==> config.mk <==
export PLATFORM = sky130hd
export DESIGN_NAME = dmem_arbiter_flat
export DESIGN_NICKNAME = d
export VERILOG_FILES = /design/src/rtl/dmem_arbiter_if.sv /design/src/rtl/dmem_arbiter.sv /design/src/flat_wrapper.sv
export SDC_FILE = /design/constraint.sdc
export NUM_CORES = 1
export LEC_CHECK = 0
export CAP_MARGIN = 20
export CORE_UTILIZATION = 41
export DETAILED_ROUTE_END_ITERATION = 8
export PLACE_DENSITY = 0.86
export SLEW_MARGIN = 30
export SYNTH_ARGS = -nofsm -noshare
export SYNTH_HDL_FRONTEND = slang
export SYNTH_SLANG_ARGS = --single-unit
==> constraint.sdc <==
create_clock -name CLK -period 2.35 [get_ports CLK]
set_clock_uncertainty 0.2 [all_clocks]
set_input_delay 0.47 -clock CLK [delete_from_list [all_inputs] [get_ports CLK]]
set_output_delay 0.47 -clock CLK [all_outputs]
set_load 0.01 [all_outputs]
==> src/rtl/dmem_arbiter_if.sv <==
// rtl/dmem_arbiter_if.sv - core request bundle and RAM port of the shared data-memory arbiter
interface dmem_arbiter_if #(
  parameter int NCORES = 4,
  parameter int DW     = 8,
  parameter int AW     = 8
);
  logic [NCORES-1:0]    req_rd;
  logic [NCORES-1:0]    req_wr;
  logic [NCORES*AW-1:0] addr;
  logic [NCORES*DW-1:0] wdata;
  logic [NCORES-1:0]    acq;
  logic [DW-1:0]        rdata;
  logic [AW-1:0]        mem_addr;
  logic [DW-1:0]        mem_din;
  logic                 mem_wen;
  logic [DW-1:0]        mem_dout;

  modport slave (
    input  req_rd, req_wr, addr, wdata, mem_dout,
    output acq, rdata, mem_addr, mem_din, mem_wen
  );

  modport master (
    output req_rd, req_wr, addr, wdata, mem_dout,
    input  acq, rdata, mem_addr, mem_din, mem_wen
  );
endinterface

==> src/rtl/dmem_arbiter.sv <==
// rtl/dmem_arbiter.sv - round-robin shared data-memory port; DMEM_ARB_FIXED_PRIO_EN selects fixed priority
module dmem_arbiter #(
  parameter int NCORES = 4,
  parameter int DW     = 8,
  parameter int AW     = 8,
  parameter int RD_LAT = 1
) (
  input  logic          CLK,
  input  logic          RST,
  dmem_arbiter_if.slave bus
);
  localparam int IDW = (NCORES > 1) ? $clog2(NCORES) : 1;
  localparam int CW  = (RD_LAT > 1) ? $clog2(RD_LAT) : 1;

  typedef enum logic [1:0] {IDLE, ACCESS, WAIT, ACK} state_t;

  state_t            state_q, state_d;
  logic [IDW-1:0]    id_q, id_d;
  logic [IDW-1:0]    rr_ptr_q, rr_ptr_d;
  logic              wr_q, wr_d;
  logic [CW-1:0]     cnt_q, cnt_d;
  logic [NCORES-1:0] mask_q, mask_d;
  logic [NCORES-1:0] acq_q, acq_d;
  logic [DW-1:0]     rdata_q, rdata_d;
  logic [AW-1:0]     mem_addr_q, mem_addr_d;
  logic [DW-1:0]     mem_din_q, mem_din_d;
  logic              mem_wen_q, mem_wen_d;

  logic [AW-1:0]     addr_arr  [NCORES];
  logic [DW-1:0]     wdata_arr [NCORES];
  logic [NCORES-1:0] eligible;
  logic              found;
  logic [IDW-1:0]    winner;
  logic [IDW:0]      idx;

  for (genvar g = 0; g < NCORES; g++) begin : g_unpack
    assign addr_arr[g]  = bus.addr[g*AW +: AW];
    assign wdata_arr[g] = bus.wdata[g*DW +: DW];
  end

  // The mask hides the just-served core for one IDLE cycle while its request drops.
  assign eligible = (bus.req_rd | bus.req_wr) & ~mask_q;

  always_comb begin
    found  = 1'b0;
    winner = '0;
    idx    = '0;
    for (int i = 0; i < NCORES; i++) begin
`ifdef DMEM_ARB_FIXED_PRIO_EN
      idx = (IDW+1)'(i);
`else
      idx = {1'b0, rr_ptr_q} + (IDW+1)'(i);
      if (idx >= (IDW+1)'(NCORES)) idx = idx - (IDW+1)'(NCORES);
`endif
      if (!found && eligible[idx[IDW-1:0]]) begin
        found  = 1'b1;
        winner = idx[IDW-1:0];
      end
    end
  end

  always_comb begin
    state_d    = state_q;
    id_d       = id_q;
    rr_ptr_d   = rr_ptr_q;
    wr_d       = wr_q;
    cnt_d      = cnt_q;
    mask_d     = mask_q;
    acq_d      = '0;
    rdata_d    = rdata_q;
    mem_addr_d = mem_addr_q;
    mem_din_d  = mem_din_q;
    mem_wen_d  = 1'b0;
    unique case (state_q)
      IDLE: begin
        mask_d = '0;
        if (found) begin
          id_d       = winner;
          wr_d       = bus.req_wr[winner];
          mem_addr_d = addr_arr[winner];
          mem_din_d  = wdata_arr[winner];
          mem_wen_d  = bus.req_wr[winner];
          state_d    = ACCESS;
        end
      end
      ACCESS: begin
        if (wr_q) begin
          acq_d[id_q] = 1'b1;
          state_d     = ACK;
        end else begin
          cnt_d   = CW'(RD_LAT - 1);
          state_d = WAIT;
        end
      end
      WAIT: begin
        if (cnt_q == '0) begin
          rdata_d     = bus.mem_dout;
          acq_d[id_q] = 1'b1;
          state_d     = ACK;
        end else begin
          cnt_d = cnt_q - 1'b1;
        end
      end
      ACK: begin
`ifndef DMEM_ARB_FIXED_PRIO_EN
        if (id_q == IDW'(NCORES - 1)) rr_ptr_d = '0;
        else                          rr_ptr_d = id_q + 1'b1;
`endif
        mask_d         = '0;
        mask_d[id_q]   = 1'b1;
        state_d        = IDLE;
      end
      default: state_d = IDLE;
    endcase
  end

  always_ff @(posedge CLK or posedge RST) begin
    if (RST) begin
      state_q    <= IDLE;
      id_q       <= '0;
      rr_ptr_q   <= '0;
      wr_q       <= 1'b0;
      cnt_q      <= '0;
      mask_q     <= '0;
      acq_q      <= '0;
      rdata_q    <= '0;
      mem_addr_q <= '0;
      mem_din_q  <= '0;
      mem_wen_q  <= 1'b0;
    end else begin
      state_q    <= state_d;
      id_q       <= id_d;
      rr_ptr_q   <= rr_ptr_d;
      wr_q       <= wr_d;
      cnt_q      <= cnt_d;
      mask_q     <= mask_d;
      acq_q      <= acq_d;
      rdata_q    <= rdata_d;
      mem_addr_q <= mem_addr_d;
      mem_din_q  <= mem_din_d;
      mem_wen_q  <= mem_wen_d;
    end
  end

  assign bus.acq      = acq_q;
  assign bus.rdata    = rdata_q;
  assign bus.mem_addr = mem_addr_q;
  assign bus.mem_din  = mem_din_q;
  assign bus.mem_wen  = mem_wen_q;
endmodule

==> src/flat_wrapper.sv <==
// flat-port wrapper written by rule: the top's interface ports become plain ports
module dmem_arbiter_flat 
#(
  parameter int NCORES = 4,
  parameter int DW     = 8,
  parameter int AW     = 8,
  parameter int RD_LAT = 1
)
  (CLK, RST, bus_req_rd, bus_req_wr, bus_addr, bus_wdata, bus_mem_dout, bus_acq, bus_rdata, bus_mem_addr, bus_mem_din, bus_mem_wen);
  dmem_arbiter_if #(.NCORES(NCORES), .DW(DW), .AW(AW)) bus_i ();
  input  logic CLK;
  input  logic RST;
  input wire logic [$bits(bus_i.req_rd)-1:0] bus_req_rd;
  input wire logic [$bits(bus_i.req_wr)-1:0] bus_req_wr;
  input wire logic [$bits(bus_i.addr)-1:0] bus_addr;
  input wire logic [$bits(bus_i.wdata)-1:0] bus_wdata;
  input wire logic [$bits(bus_i.mem_dout)-1:0] bus_mem_dout;
  output wire logic [$bits(bus_i.acq)-1:0] bus_acq;
  output wire logic [$bits(bus_i.rdata)-1:0] bus_rdata;
  output wire logic [$bits(bus_i.mem_addr)-1:0] bus_mem_addr;
  output wire logic [$bits(bus_i.mem_din)-1:0] bus_mem_din;
  output wire logic [$bits(bus_i.mem_wen)-1:0] bus_mem_wen;
  assign bus_i.req_rd = bus_req_rd;
  assign bus_i.req_wr = bus_req_wr;
  assign bus_i.addr = bus_addr;
  assign bus_i.wdata = bus_wdata;
  assign bus_i.mem_dout = bus_mem_dout;
  assign bus_acq = bus_i.acq;
  assign bus_rdata = bus_i.rdata;
  assign bus_mem_addr = bus_i.mem_addr;
  assign bus_mem_din = bus_i.mem_din;
  assign bus_mem_wen = bus_i.mem_wen;
  dmem_arbiter #(.NCORES(NCORES), .DW(DW), .AW(AW), .RD_LAT(RD_LAT)) u_core (.CLK(CLK), .RST(RST), .bus(bus_i));
endmodule
# [After elaboration in Yosys (flattened, before gate mapping)]
# Index checks and enable logic that the tools add are counted.
# W data, S select, Z words.
[word_totals] reg_bits=41 input_bits=82 output_inout_bits=29 word_cells=102
[classes] eq_ne=7 n_reduce_logical=14 bitwise=5 add_sub_neg=9 magnitude_cmp=12 n_mux=44
[ops] op="$bmux W8 S2" n=2
[ops] op="$mux W8" n=4
[ops] op="$mux W2" n=11
[ops] op="$lt A2 B3 Y1 const B" n=6
[ops] op="$pmux W4 S2" n=2
[ops] op="$mux W1" n=15
[ops] op="$ge A3 B3 Y1 const B" n=4
[ops] op="$bmux W1 S2" n=5
[ops] op="$mux W4" n=2
[ops] op="$pmux W2 S4" n=1
[ops] op="$reduce_and A2 Y1" n=4
[ops] op="$sub A2 B1 Y2 const B" n=4
[ops] op="$add A2 B2 Y3 const B" n=2
[ops] op="$eq A2 B2 Y1 const B" n=3
[ops] op="$and A4 B4 Y4" n=1
[ops] op="$logic_and A1 B1 Y1" n=4
[ops] op="$ne A2 B2 Y1 const B" n=2
[ops] op="$not A4 Y4" n=1
[ops] op="$or A4 B4 Y4" n=1
[ops] op="$reduce_bool A2 Y1" n=2
[ops] op="$add A2 B1 Y3 const B" n=1
[ops] op="$ge A2 B3 Y1 const B" n=1
[ops] op="$logic_not A1 Y1" n=3
[ops] op="$not A2 Y3" n=1
[ops] op="9 further kinds" n=9

# [Logic depth before layout (Yosys ltp)]
# Gate-level depths: netlist of the first run.
[depth] word_depth=18 ltp_mapped=8 depth_no_buf=6

# [Least setup slack after synthesis of the first run]
# OpenSTA, ideal clock, no wires.
[synth_timing] kind="input port to flip-flop" from="input bus_req_rd[2]" to="register u_core.mem_addr_q[1] (netlist: u_core.bus.mem_addr[1])" t_arrival_ps=1757 setup_ps=134 required_time_ps=2016 n_path_buf=1 slack_ps=259 stages=7 cell_sequence="o21bai_2 -> o22ai_1 -> o22ai_2 -> nand2_1 -> buf_2 -> a211oi_1 -> a211oi_2"
[synth_via] elab_chain_cells=18 elab_cells_between_ends=29 classes_between="mux (19); bitwise (3); reduce/logical (7)"
[synth_rtl] element="start, declared" line="flat_wrapper.sv:13" text="input wire logic [$bits(bus_i.req_rd)-1:0] bus_req_rd;"
[synth_rtl] element="$or A4 B4 Y4 *" line="dmem_arbiter.sv:42" text="assign eligible = (bus.req_rd | bus.req_wr) & ~mask_q;"
[synth_rtl] element="$and A4 B4 Y4 *" line="dmem_arbiter.sv:42"
[synth_rtl] element="$bmux W1 S2" line="dmem_arbiter.sv:55" text="if (!found && eligible[idx[IDW-1:0]]) begin"
[synth_rtl] element="$mux W1 (implied by the code)" line="dmem_arbiter.sv:55"
[synth_rtl] element="$mux W1" line="dmem_arbiter.sv:55"
[synth_rtl] element="$logic_not A1 Y1" line="dmem_arbiter.sv:55"
[synth_rtl] element="$logic_and A1 B1 Y1" line="dmem_arbiter.sv:55"
[synth_rtl] element="$mux W1" line="dmem_arbiter.sv:55"
[synth_rtl] element="$logic_not A1 Y1" line="dmem_arbiter.sv:55"
[synth_rtl] element="$logic_and A1 B1 Y1" line="dmem_arbiter.sv:55"
[synth_rtl] element="$mux W1" line="dmem_arbiter.sv:55"
[synth_rtl] element="$logic_not A1 Y1" line="dmem_arbiter.sv:55"
[synth_rtl] element="$logic_and A1 B1 Y1" line="dmem_arbiter.sv:55"
[synth_rtl] element="$mux W2" line="dmem_arbiter.sv:55"
[synth_rtl] element="$not A2 Y3 (implied by the code)" line="dmem_arbiter.sv:80" text="mem_addr_d = addr_arr[winner];"
[synth_rtl] element="$bmux W8 S2" line="dmem_arbiter.sv:80"
[synth_rtl] element="$mux W8 (implied by the code) (2 in a row)" line="dmem_arbiter.sv:80"
[synth_rtl] element="end signal, assigned" line="dmem_arbiter.sv:139" text="mem_addr_q <= mem_addr_d;"
[synth_rtl] element="end, declared" line="dmem_arbiter.sv:25" text="logic [AW-1:0] mem_addr_q, mem_addr_d;"
# Mark *: on every way between the ends. The rest lies on a longest branch, timed or not. The select of a mux whose other input is x is not followed.
# A chain may end at the register's enable or synchronous reset.

# [Worst setup path in the final report of the first run]
[layout_timing] from="input bus_req_wr[0]" to="register u_core.mem_din_q[1] (netlist: u_core.bus.mem_din[1])"
[layout_via] elab_chain_cells=18 elab_cells_between_ends=29 classes_between="mux (19); bitwise (3); reduce/logical (7)"
[layout_rtl] element="start, declared" line="flat_wrapper.sv:14" text="input wire logic [$bits(bus_i.req_wr)-1:0] bus_req_wr;"
[layout_rtl] element="$or A4 B4 Y4 *" line="dmem_arbiter.sv:42"
[layout_rtl] element="$and A4 B4 Y4 *" line="dmem_arbiter.sv:42"
[layout_rtl] element="$bmux W1 S2" line="dmem_arbiter.sv:55"
[layout_rtl] element="$mux W1 (implied by the code)" line="dmem_arbiter.sv:55"
[layout_rtl] element="$mux W1" line="dmem_arbiter.sv:55"
[layout_rtl] element="$logic_not A1 Y1" line="dmem_arbiter.sv:55"
[layout_rtl] element="$logic_and A1 B1 Y1" line="dmem_arbiter.sv:55"
[layout_rtl] element="$mux W1" line="dmem_arbiter.sv:55"
[layout_rtl] element="$logic_not A1 Y1" line="dmem_arbiter.sv:55"
[layout_rtl] element="$logic_and A1 B1 Y1" line="dmem_arbiter.sv:55"
[layout_rtl] element="$mux W1" line="dmem_arbiter.sv:55"
[layout_rtl] element="$logic_not A1 Y1" line="dmem_arbiter.sv:55"
[layout_rtl] element="$logic_and A1 B1 Y1" line="dmem_arbiter.sv:55"
[layout_rtl] element="$mux W2" line="dmem_arbiter.sv:55"
[layout_rtl] element="$not A2 Y3 (implied by the code)" line="dmem_arbiter.sv:81" text="mem_din_d = wdata_arr[winner];"
[layout_rtl] element="$bmux W8 S2" line="dmem_arbiter.sv:81"
[layout_rtl] element="$mux W8 (implied by the code) (2 in a row)" line="dmem_arbiter.sv:81"
[layout_rtl] element="end signal, assigned" line="dmem_arbiter.sv:140" text="mem_din_q <= mem_din_d;"
[layout_rtl] element="end, declared" line="dmem_arbiter.sv:26" text="logic [DW-1:0] mem_din_q, mem_din_d;"
# Marks and branches as above.

==> results of run 1 <==
## cells by family (layout without fill, tap and decap cells)
family	after synthesis	in the layout
muxes	28	28
AOI/OAI and AO/OA	73	73
and+or+nand+nor	39	39
DFF	40	40
buffers and inverters	17	137
adders and majority gates	8	8
## through the flow
step | total power [uW] | util
after global routing | 4840 | 0.7051
after detailed placement | 3926 | 0.6764
after CTS | 4555 | 0.7004
after floorplan | 2857 | -
final | 4550 | 0.7051
after global placement | 3845 | 0.6764
## per-layer routing
| metal | track usage | routed length, um | up-vias |
|---|---|---|---|
| li1 | - | - | 990 |
| met1 | 0.2430 | 2467 | 982 |
| met2 | 0.3460 | 2987 | 74 |
| met3 | 0.04405 | 392 | 7 |
| met4 | 0.07547 | 93 | 0 |
| met5 | 0 | 0 | - |
## worst min path at each step
stage	from	to	slack (ns)	cells past startpoint
after detailed placement	u_core.bus.rdata[1]	u_core.bus.rdata[1]	0.30	1
after CTS	u_core.bus.rdata[1]	u_core.bus.rdata[1]	0.31	1
after global routing	u_core.bus.rdata[2]	u_core.bus.rdata[2]	0.33	1
after global placement	u_core.bus.rdata[1]	u_core.bus.rdata[1]	0.29	1
final	u_core.bus.rdata[1]	u_core.bus.rdata[1]	0.31	1
after floorplan	u_core.wr_q	u_core.wr_q	0.25	2
## area by class of cell
type                       count  area [um^2]  share of cell area
clock buffer                   7        96.34             0.02593
clock inverter                 1        30.03            0.008081
inverter                       6        22.52            0.006061
multi-input combinational    148         1230              0.3310
sequential                    40         1001              0.2694
tap                           70        87.58             0.02357
timing repair buffer         123         1249              0.3360
## registers in the layout, indices dropped and copies added (netlist names)
register	flops
u_core.state_q	2
u_core.rr_ptr_q	2
u_core.bus.mem_wen	1
u_core.bus.rdata	8
u_core.bus.acq	4
u_core.bus.mem_addr	8
u_core.bus.mem_din	8
u_core.mask_q	4
u_core.id_q	2
u_core.wr_q	1
## power by group through the flow
stage | sequential, uW | clock [uW] | combinational [uW]
CTS | 1220 | 623 | 2720
global route | 1260 | 636 | 2950
global placement | 1210 | 0 | 2630
finish | 1210 | 611 | 2720
floorplan | 1300 | 0 | 1560
detailed placement | 1220 | 0 | 2700
## Yosys cell counts (2+ instances only)
| library cell | count |
|---|---|
| buf_2 | 4 |
| clkbuf_1 | 4 |
| a22o_1 | 4 |
| and2_1 | 6 |
| nor2_1 | 20 |
| a211oi_2 | 10 |
| o21ai_1 | 3 |
| a21boi_1 | 2 |
| inv_1 | 6 |
| o22ai_1 | 3 |
| dfrtp_1 | 40 |
| mux2i_1 | 18 |
| nand2_1 | 6 |
| a21boi_0 | 14 |
| o21bai_1 | 3 |
| mux2_2 | 10 |
| ha_1 | 8 |
| buf_12 | 2 |
| o21ai_0 | 4 |
| a211oi_1 | 22 |
==> results.toml, run 1 <==
[run_status]
status = "completed"

[worst_setup_path]
path_class = "input pin to register"
cp-start-kind = "input pin"
r2r_end = "u_core.bus.mem_din[0]"
worstPathMaxFanout = 13
cp_slowest_cell = "clkdlybuf4s50_1"
max_stage_delay_ns = 0.47
crit_family = "buffers and inverters"
rr_startpoint = "u_core.mask_q[1]"
path_depth = 8
path_cells = "clkdlybuf4s50_1, o21bai_4, nor2_2, o31ai_4, and2_4, buf_12, mux2i_1, a211oi_2"
worstPathArrival_ns = 2.21
endpoint = "u_core.bus.mem_din[1]"
reg2reg_slack_ns = 0.31
cp-end-kind = "register"
critPathLaunch = "bus_req_wr[0]"
r2r_cells = 7
required_ns = 2.32
path_buf_inv = 2

[sta]
hold_violations = 0
final_max_slew_viol_count = 0
slew_headroom = 0.6582
whs_ns = 0.3054
fin_crit_ns = 2.232
fmaxAchievable_mhz = 448.1
setup_viol = 0
worstMarginPinSlew_ns = 0.5127
period_share = 0.9496
rsz0062_at_grt = "false"
fin_setup_tns_ns = 0
finalWorstSetupSlack_ns = 0.1183

[floorplan]
core_area_mm2 = 0.005270
row_count = 26
dieWidth_um = 77.14
initial_core_util = 0.4392
io_pins = 111
die_y_um = 77.14
die-area_mm2 = 0.005950

[global_routing]
grt_pass1_wl_um = 9508
grt_use_total = 0.2008
grt_max_degree = 41
grt_pass1_vias = 2107
grt_overflow = 0
antenna_found_initial = 0

[synthesis]
avgSynthCellArea_um2 = 11.29
synth.area.top_cells = "dfrtp_1 43%, mux2i_1 7.8%, a211oi_1 7.1%"
mappedNetlistArea_mm2 = 0.002315
yosys.area_share.adder = 0.04324
yosys-mux-area-fraction = 0.1265
yosys.cell_types.count = 36
async_flop_share = 1.000
synth_compound_area_frac = 0.2686
synth-seq-cells = 40
synth_top_family_by_area = "compound AO/OA/AOI/OAI gates"
ys_warn_count = 0
yosysSeqAreaShare = 0.4324
yosysTopAreaCellShare = 0.4324
yosys.area_share.simple = 0.08216
synth-edff-count = 0
yosys.area.top_type = "dfrtp_1"
synthCells = 205
synth_xor_area_frac = 0
synth_nets = 295
ys.flop_type = "dfrtp_1"

[finish]
final_cells = 395
finish.instance_area_mm2 = 0.003716
fillers = 402
final_cell_mix = "110 x clkdlybuf4s50_1, 40 x dfrtp_1, 20 x nor2_1"
nets = 414
diodes = 0
final_common_cell = "clkdlybuf4s50_1"
layout-drive-gt1-share = 0.1692
area_growth_syn_to_layout_pct = 60.54

[clock_tree]
path_clk_slew_ns = 0.08
clockRootBuffer = "clkbuf_8"
cts_resized = 0
cts.sinks = 40
cts_tree = "built"
clock_path_buffers = 2
cts_buffers = 5
post_cts_buffers = 0
hold_buffers = 0
clk_latency_ns = 0.29
htree_levels = 2

[pwr]
cellPowerDensity_mw_per_mm2 = 1224
p_int_uw = 2846
swShare = 0.3745
switching_power_uw = 1704
pwr-share-seq = 0.267
combPwrFrac = 0.599
peakVddDrop_uv = 575.6
power.clock.fraction = 0.134
p_leak_uw = 0.001513

[route]
vias_per_cell = 5.197
drc = 0
wl_per_cell_um = 15.04
vias = 2053
drt_first_pass_iters = 4
totalWireLength_um = 5940
ant_nets = 0
drt-initial-drc-count = 103

[job]
max-cap-violations = 0

[worst_hold_path]
min_path_type = "register to register"

[placed_design]
dp_hpwl_um = 4491
io_buffers = 110
dp_worst_setup_slack_ns = -0.2016
gp_congestion = 0.7657
place_area_mm2 = 0.003565
place_inst = 387
Power figures use the tool's default switching activity.
==> run 2: changes to the inputs <==
--- a/config.mk
+++ b/config.mk
@@ -9,7 +9,6 @@
 export CORE_UTILIZATION = 41
 export DETAILED_ROUTE_END_ITERATION = 8
 export PLACE_DENSITY = 0.86
-export SLEW_MARGIN = 30
 export SYNTH_ARGS = -nofsm -noshare
 export SYNTH_HDL_FRONTEND = slang
 export SYNTH_SLANG_ARGS = --single-unit
==> results of run 2 <==
No change in the layout: final DEF, timing and power equal those of run 1.
